==> config.mk <==
export PLATFORM = sky130hd
export DESIGN_NAME = product_accumulator
export DESIGN_NICKNAME = d
export VERILOG_FILES = /design/src/rtl/product_accumulator_pkg.sv /design/src/rtl/product_accumulator_acc_add.sv /design/src/rtl/product_accumulator.sv
export SDC_FILE = /design/constraint.sdc
export NUM_CORES = 1
export LEC_CHECK = 0
export ABC_CLOCK_PERIOD_IN_PS = 11400
export CORE_UTILIZATION = 40
export DETAILED_ROUTE_END_ITERATION = 10
export PLACE_DENSITY_LB_ADDON = 0.08
export SLEW_MARGIN = 15
export SYNTH_ARGS = -nofsm -noshare
export SYNTH_HDL_FRONTEND = slang
export SYNTH_SLANG_ARGS = --single-unit
export TNS_END_PERCENT = 100
==> constraint.sdc <==
create_clock -name clk -period 11.4 [get_ports clk]
set_input_delay 1.14 -clock clk [delete_from_list [all_inputs] [get_ports clk]]
set_output_delay 1.14 -clock clk [all_outputs]
set_load 0.005 [all_outputs]
==> src/rtl/product_accumulator_pkg.sv <==
// Shared definitions for the product accumulator.
//   - state_e   : two-state burst FSM (ACCUM collects beats, HOLD presents the result)
//   - clog2     : ceiling log2, used to size the beat counter
//   - Def*      : default widths matching the 4x4 array multiplier output
package product_accumulator_pkg;

    typedef enum logic [0:0] {
        ACCUM = 1'b0,
        HOLD  = 1'b1
    } state_e;

    localparam int unsigned DefProdW = 8;
    localparam int unsigned DefAccW  = 10;
    localparam int unsigned DefCount = 4;

    // Ceiling log2; clog2(1) == 0 so a COUNT of 1 still gets a 1-bit counter via the +1.
    function automatic int unsigned clog2(input int unsigned value);
        int unsigned result;
        int unsigned span;
        result = 0;
        span   = 1;
        while (span < value) begin
            span   = span << 1;
            result = result + 1;
        end
        return result;
    endfunction

endpackage

==> src/rtl/product_accumulator_acc_add.sv <==
// Ripple-carry adder for the accumulator datapath.
// Ports:
//   a_i     : current accumulator value
//   b_i     : zero-extended incoming product
//   sum_o   : a_i + b_i modulo 2^W
//   carry_o : carry out of the top bit (feeds the sticky overflow flag)
module acc_add #(
    parameter int unsigned W = 10
) (
    input  logic [W-1:0] a_i,
    input  logic [W-1:0] b_i,
    output logic [W-1:0] sum_o,
    output logic         carry_o
);

    // One full adder per bit, carry rippling from LSB to MSB. Kept in a single
    // procedural block so the carry chain is a local variable, not a looping net.
    always_comb begin
        logic carry;
        logic prop;
        carry = 1'b0;
        sum_o = '0;
        for (int i = 0; i < int'(W); i++) begin
            prop     = a_i[i] ^ b_i[i];
            sum_o[i] = prop ^ carry;
            carry    = (a_i[i] & b_i[i]) | (prop & carry);
        end
        carry_o = carry;
    end

endmodule

==> src/rtl/product_accumulator.sv <==
// Product accumulator: sums a burst of up to COUNT unsigned products arriving on a
// valid/ready input and presents the sum, beat count and sticky overflow on a
// valid/ready output. A burst closes after COUNT beats or on an accepted in_last.
// Ports:
//   clk, rst             : rising-edge clock, synchronous active-high reset
//   in_valid/in_ready    : input handshake; in_ready is high only while accumulating
//   in_prod              : unsigned product from the multiplier
//   in_last              : closes the burst on an accepted beat
//   out_valid/out_ready  : output handshake; out_valid is high only while holding
//   out_sum              : burst sum modulo 2^ACC_W
//   out_count            : beats in the burst, 1..COUNT
//   out_ovf              : set if any addition in the burst carried out of ACC_W
module product_accumulator
    import product_accumulator_pkg::*;
#(
    parameter int unsigned PROD_W = DefProdW,
    parameter int unsigned COUNT  = DefCount,
    parameter int unsigned ACC_W  = DefAccW,
    parameter int unsigned CNT_W  = clog2(COUNT) + 1
) (
    input  logic              clk,
    input  logic              rst,
    input  logic              in_valid,
    output logic              in_ready,
    input  logic [PROD_W-1:0] in_prod,
    input  logic              in_last,
    output logic              out_valid,
    input  logic              out_ready,
    output logic [ACC_W-1:0]  out_sum,
    output logic [CNT_W-1:0]  out_count,
    output logic              out_ovf
);

    if (COUNT < 1) begin : g_bad_count
        $error("product_accumulator: COUNT must be at least 1");
    end
    if (ACC_W < PROD_W) begin : g_bad_acc_w
        $error("product_accumulator: ACC_W must be at least PROD_W");
    end

    state_e             state_q, state_d;
    logic [ACC_W-1:0]   acc_q, acc_d;
    logic [CNT_W-1:0]   cnt_q, cnt_d;
    logic               ovf_q, ovf_d;

    logic [ACC_W-1:0]   add_sum;
    logic               add_carry;

    acc_add #(
        .W (ACC_W)
    ) u_acc_add (
        .a_i     (acc_q),
        .b_i     (ACC_W'(in_prod)),
        .sum_o   (add_sum),
        .carry_o (add_carry)
    );

    // Handshake outputs are pure state decodes so in_ready never depends on out_ready.
    assign in_ready  = (state_q == ACCUM);
    assign out_valid = (state_q == HOLD);

    // Result outputs come straight from the working registers; they only change in
    // ACCUM, where out_valid is low, so they are stable for the whole HOLD phase.
    assign out_sum   = acc_q;
    assign out_count = cnt_q;
    assign out_ovf   = ovf_q;

    always_comb begin
        state_d = state_q;
        acc_d   = acc_q;
        cnt_d   = cnt_q;
        ovf_d   = ovf_q;
        case (state_q)
            ACCUM: begin
                if (in_valid) begin
                    acc_d = add_sum;
                    cnt_d = cnt_q + CNT_W'(1);
                    ovf_d = ovf_q | add_carry;
                    // The closing beat's addition is captured in the same edge.
                    if (in_last || (cnt_q == CNT_W'(COUNT - 1))) begin
                        state_d = HOLD;
                    end
                end
            end
            HOLD: begin
                // An in_valid seen here is not taken; in_ready is already low.
                if (out_ready) begin
                    acc_d   = '0;
                    cnt_d   = '0;
                    ovf_d   = 1'b0;
                    state_d = ACCUM;
                end
            end
            default: state_d = ACCUM;
        endcase
    end

    always_ff @(posedge clk) begin
        if (rst) begin
            state_q <= ACCUM;
            acc_q   <= '0;
            cnt_q   <= '0;
            ovf_q   <= 1'b0;
        end else begin
            state_q <= state_d;
            acc_q   <= acc_d;
            cnt_q   <= cnt_d;
            ovf_q   <= ovf_d;
        end
    end

endmodule

# After elaboration in Yosys (flattened, before gate mapping)
# Index checks and enable logic that the tools add are counted.
[totals]
register_bits = 15
input_bits = 13
output_inout_bits = 16
wordCells = 66
[classes]
n_addsub = 1
eq_ne = 3
n_mux = 13
bitwise_logic = 43
n_reduce_logical = 2
[op_table]
columns = ["cell", "n"]
rows = [
  ["2-to-1 mux 10 bit", 2],
  ["one-hot mux 10 bit (2 select lines)", 1],
  ["bitwise AND 1 bit", 17],
  ["XOR 1 bit", 17],
  ["bitwise OR 1 bit", 8],
  ["2-to-1 mux 3 bit", 2],
  ["one-hot mux 3 bit (2 select lines)", 1],
  ["2-to-1 mux 1 bit", 5],
  ["inequality test 2 bit, second input constant", 2],
  ["one-hot mux 1 bit (2 select lines)", 2],
  ["adder 3 x 1 -> 3 bit, second input constant", 1],
  ["== test 3 x 2 -> 1 bit, second input constant", 1],
  ["AND reduction 2 bit", 1],
  ["logical OR 1 bit", 1],
  ["inverter 1 bit", 1],
]

# Longest topological paths before layout
[depth]
word_depth = 20
mapped_depth = 14

# By module
# A second synthesis with hierarchy kept.
[hier_totals]
cells_unflattened = 73
area_unflattened_um2 = 848.3
[by_module_without_submodules]
columns = ["module", "n_inst", "cells_each", "area_per_inst_um2", "seq_area_each_um2"]
rows = [
  ["product_accumulator", 1, 58, 636.9, 300.3],
  ["acc_add", 1, 15, 211.5, 0.0],
]

# Worst setup path before layout
# Ideal clock, no wire load.
[synth_path]
path_kind = "input to register"
startpoint = "input in_prod[0]"
endpoint = "register acc_q[9] (netlist: out_sum[9])"
setup_ps = 117
t_arrival_ps = 4504
required_time_ps = 11283
path_slack_ps = 6779
stages = 14
n_path_buf = 0
path_cell_list = "ha_1 inv_1 fa_1 fa_1 fa_1 fa_1 fa_1 fa_1 fa_1 inv_1 ha_1 ha_1 a22oi_1 nor2_1"
[synth_via]
elab_chain_len = 19
[synth_lines]
columns = ["element", "line", "text"]
rows = [
  ["start, declared", "product_accumulator.sv:25", "input logic [PROD_W-1:0] in_prod,"],
  ["bitwise AND 1 bit (2 in series)", "product_accumulator_acc_add.sv:26", "carry = (a_i[i] & b_i[i]) | (prop & carry);"],
  ["bitwise OR 1 bit", "product_accumulator_acc_add.sv:26", ""],
  ["bitwise AND 1 bit", "product_accumulator_acc_add.sv:26", ""],
  ["bitwise OR 1 bit", "product_accumulator_acc_add.sv:26", ""],
  ["bitwise AND 1 bit", "product_accumulator_acc_add.sv:26", ""],
  ["bitwise OR 1 bit", "product_accumulator_acc_add.sv:26", ""],
  ["bitwise AND 1 bit", "product_accumulator_acc_add.sv:26", ""],
  ["bitwise OR 1 bit", "product_accumulator_acc_add.sv:26", ""],
  ["[... 2 more ...]", "n/a", ""],
  ["bitwise AND 1 bit", "product_accumulator_acc_add.sv:26", ""],
  ["bitwise OR 1 bit", "product_accumulator_acc_add.sv:26", ""],
  ["bitwise AND 1 bit", "product_accumulator_acc_add.sv:26", ""],
  ["bitwise OR 1 bit", "product_accumulator_acc_add.sv:26", ""],
  ["bitwise AND 1 bit", "product_accumulator_acc_add.sv:26", ""],
  ["XOR 1 bit", "product_accumulator_acc_add.sv:25", "sum_o[i] = prop ^ carry;"],
  ["2-to-1 mux 10 bit", "product_accumulator.sv:75", "if (in_valid) begin"],
  ["one-hot mux 10 bit (2 select lines)", "product_accumulator.sv:73", "case (state_q)"],
  ["end signal, assigned", "product_accumulator.sv:101", "acc_q <= '0;"],
  ["end signal, assigned", "product_accumulator.sv:106", "acc_q <= acc_d;"],
  ["end, declared", "product_accumulator.sv:42", "logic [ACC_W-1:0] acc_q, acc_d;"],
]
# No other way between the ends. The select of a mux whose other input is x is not followed.
# A chain may end at the register's enable or synchronous reset.

# Final worst setup path
# Ends and elaborated chain as after synthesis.

==> flow_metrics.env <==
export IMPL_synthAdderAreaFrac_pct=24.85
export IMPL_setup_ws_ps=6447
export IMPL_drc=0
export IMPL_p_seq_share_pct=47.0
export IMPL_cp_max_fo=1
export IMPL_viasPerCell=4.730
export IMPL_slowest_stage="clkdlybuf4s50_1"
export IMPL_grt_setup_unrepaired="no"
export IMPL_fin_util_pct=62.34
export IMPL_min_period_over_period_pct=43.45
export IMPL_muxShareOfSynthArea_pct=2.914
export IMPL_period_minus_slack_ps=4953
export IMPL_required_ps=11550
export IMPL_slew_violations=0
export IMPL_switching_share_pct=27.74
export IMPL_comb_power_share_pct=29.1
export IMPL_die_h_um=47.16
export IMPL_cpPeakStageDelay_ps=460
export IMPL_yosysSeqAreaShare_pct=36.81
export IMPL_coreArea_um2=1821
export IMPL_final_common_cell="clkdlybuf4s50_1"
export IMPL_grt_use_total_pct=16.31
export IMPL_htreeDepth=1
export IMPL_synth_seq_cells=15
export IMPL_crit_chain="clkdlybuf4s50_1 > ha_1 > inv_1 > fa_1 > fa_1 > fa_1 > fa_1 > fa_1 > fa_1 > fa_1 > inv_1 > ha_1 > ha_1 > a22oi_1 > nor2_1"
export IMPL_start_util_pct=44.81
export IMPL_clk_pin_slew_ps=80
export IMPL_dr_pass1_iters=2
export IMPL_p_per_area_nw_per_um2=112.5
export IMPL_hpwl_um=1150
export IMPL_cts_repair_resized=0
export IMPL_clk_latency_ps=290
export IMPL_ios=29
export IMPL_synth_area_um2=815.8
export IMPL_cpMostUsedCell="fa_1"
export IMPL_path_depth=15
export IMPL_p_sw_mw=0.03540
export IMPL_rows=15
export IMPL_num_vias=648
export IMPL_cp_top_family="adder cells"
export IMPL_slew_headroom_pct=47.48
export IMPL_syn_inst=83
export IMPL_grt_max_degree=16
export IMPL_overflow=0
export IMPL_synth_warnings=0
export IMPL_port_buffers=28
export IMPL_startpoint_type="input pin"
export IMPL_fin_tns_setup_ps=0
export IMPL_dpl_worst_slack_ps=6119
export IMPL_whs_ps=516.7
export IMPL_grt_pass1_vias=563
export IMPL_diodes=0
export IMPL_cts_root_buf="clkbuf_4"
export IMPL_synth_compound_area_share_pct=15.03
export IMPL_cellLeakagePower_nw=0.4681
export IMPL_syn_avg_cell_area_um2=9.829
export IMPL_pwr_share_clk_pct=23.9
export IMPL_drtAntennaViolNets=0
export IMPL_num_nets_final=138
export IMPL_synth_top_family_by_area="adder cells"
export IMPL_nFillCells=164
export IMPL_cts_tree="built"
export IMPL_cts_sinks=15
export IMPL_path_class="input pin to flip-flop"
export IMPL_cts_buffers=3
export IMPL_power_mw=0.1276
export IMPL_finClkSkew_ps=9.887
export IMPL_setup_worst_path_end_class="flip-flop"
export IMPL_die_area_um2=2224
export IMPL_routedWlPerCell_um=11.11
export IMPL_r2r_cells=14
export IMPL_worst_pin_slew_ps=772.5
export IMPL_hp_class="flip-flop to flip-flop"
export IMPL_drt_initial_drc_count=7
export IMPL_cts_hold_buf=0
export IMPL_dieWidth_um=47.16
export IMPL_cts_buffer_depth=2
export IMPL_synthXorXnorAreaFrac_pct=0
export IMPL_grt_pass1_wl_um=2449
export IMPL_syn_num_nets=108
export IMPL_whs_path_depth=2
export IMPL_outcome="complete, no violations"
export IMPL_finalSetupViolCount=0
export IMPL_critPathBufInv=3
export IMPL_final_cell_mix="28 x clkdlybuf4s50_1, 18 x inv_1, 15 x dfxtp_1, 14 x nor2_1, 8 x a2bb2oi_1"
export IMPL_synth_simple_area_share_pct=9.663
export IMPL_cts_setup_buffers=0
export IMPL_drt_wl_total_um=1522
export IMPL_yosys_cell_types_count=19
export IMPL_finalHoldViolCount=0
export IMPL_fmax_mhz=201.9
export IMPL_drive_above_1_share_pct=6.250
export IMPL_place_gp_congestion=0.7024
export IMPL_cellInternalPower_mw=0.09222
export IMPL_syn_to_final_growth_pct=39.11
export IMPL_ir_worst_vdd_mv=0.08134
export IMPL_cp_data_arrival_time_ps=5110
export IMPL_antenna_found_initial=0
export IMPL_maxCapViolCount=0
## routing by layer
metal  share of wire (%)  global-route usage (%)  vias up
li1                    -                       -      322
met1                  43                   20.14      307
met2                  51                   26.67       17
met3                 5.4                   5.769        2
met4                0.66                   5.143        0
met5                   0                       0        -
## kinds of logic after synthesis
kind of cell / count (synthesis)
buf+inv: 21
flops: 15
fa+ha+maj: 12
simple gates: 18
mux: 2
compound gates: 15
## flip-flops by register name, indices dropped and copies added, names as in the netlist
signal	count
out_sum	10
out_count	3
out_ovf	1
out_valid	1
## synth_stat cells
| library cell | count | area (µm²) |
|---|---|---|
| mux2i_1 | 1 | 10.01 |
| ha_1 | 5 | 62.56 |
| nand2_1 | 1 | 3.750 |
| nor2b_1 | 1 | 6.260 |
| dfxtp_1 | 15 | 300.3 |
| inv_1 | 18 | 67.56 |
| a22oi_2 | 1 | 12.51 |
| a22oi_1 | 4 | 30.03 |
| buf_6 | 1 | 11.26 |
| o21ai_0 | 1 | 5.000 |
| clkbuf_1 | 1 | 3.750 |
| a2bb2oi_1 | 8 | 70.07 |
| or2b_2 | 1 | 8.760 |
| nor2_1 | 14 | 52.55 |
| or2b_1 | 1 | 7.510 |
| mux2i_2 | 1 | 13.76 |
| buf_2 | 1 | 5.000 |
| fa_1 | 7 | 140.1 |
| a21oi_1 | 1 | 5.000 |
## tightest hold or removal path, cell delays in order (launching register included)
cell and delay (ps):
dfxtp_1 350, a2bb2oi_1 70, nor2_1 70
## power groups by stage
stage / Sequential, mW / Combinational (mW) / Clock (mW)
after floorplan: 0.0612 / 0.0211 / 0
after global placement: 0.0611 / 0.0367 / 0
after detailed placement: 0.0612 / 0.0372 / 0
after CTS: 0.0601 / 0.0378 / 0.0321
after global routing: 0.0605 / 0.0425 / 0.0333
final: 0.0600 / 0.0371 / 0.0305
## area by class of cell
class                      instances  area (µm²)  area share (%)
multi-input combinational         47       427.9           37.71
sequential                        15       300.3           26.46
timing repair buffer              28       280.3           24.70
inverter                          18       67.56           5.954
tap                               25       31.28           2.756
clock buffer                       3       22.52           1.985
clock inverter                     1       5.005          0.4410
## metrics by stage
stage,cell area (µm²),cells
finish,1135,137
global route,1135,137
CTS,1135,137
detailed placement,1107,133
global placement,1107,133
floorplan,815.8,83
## path summary, 6_finish.rpt
path,endpoint,startpoint,slack [ps]
max,out_sum[9],in_prod[0],6450
min,out_sum[5],out_sum[5],520
max reg2reg,out_sum[9],out_sum[0],7360
min reg2reg,out_sum[5],out_sum[5],520
No activity file was read; power rests on OpenSTA's default activity.
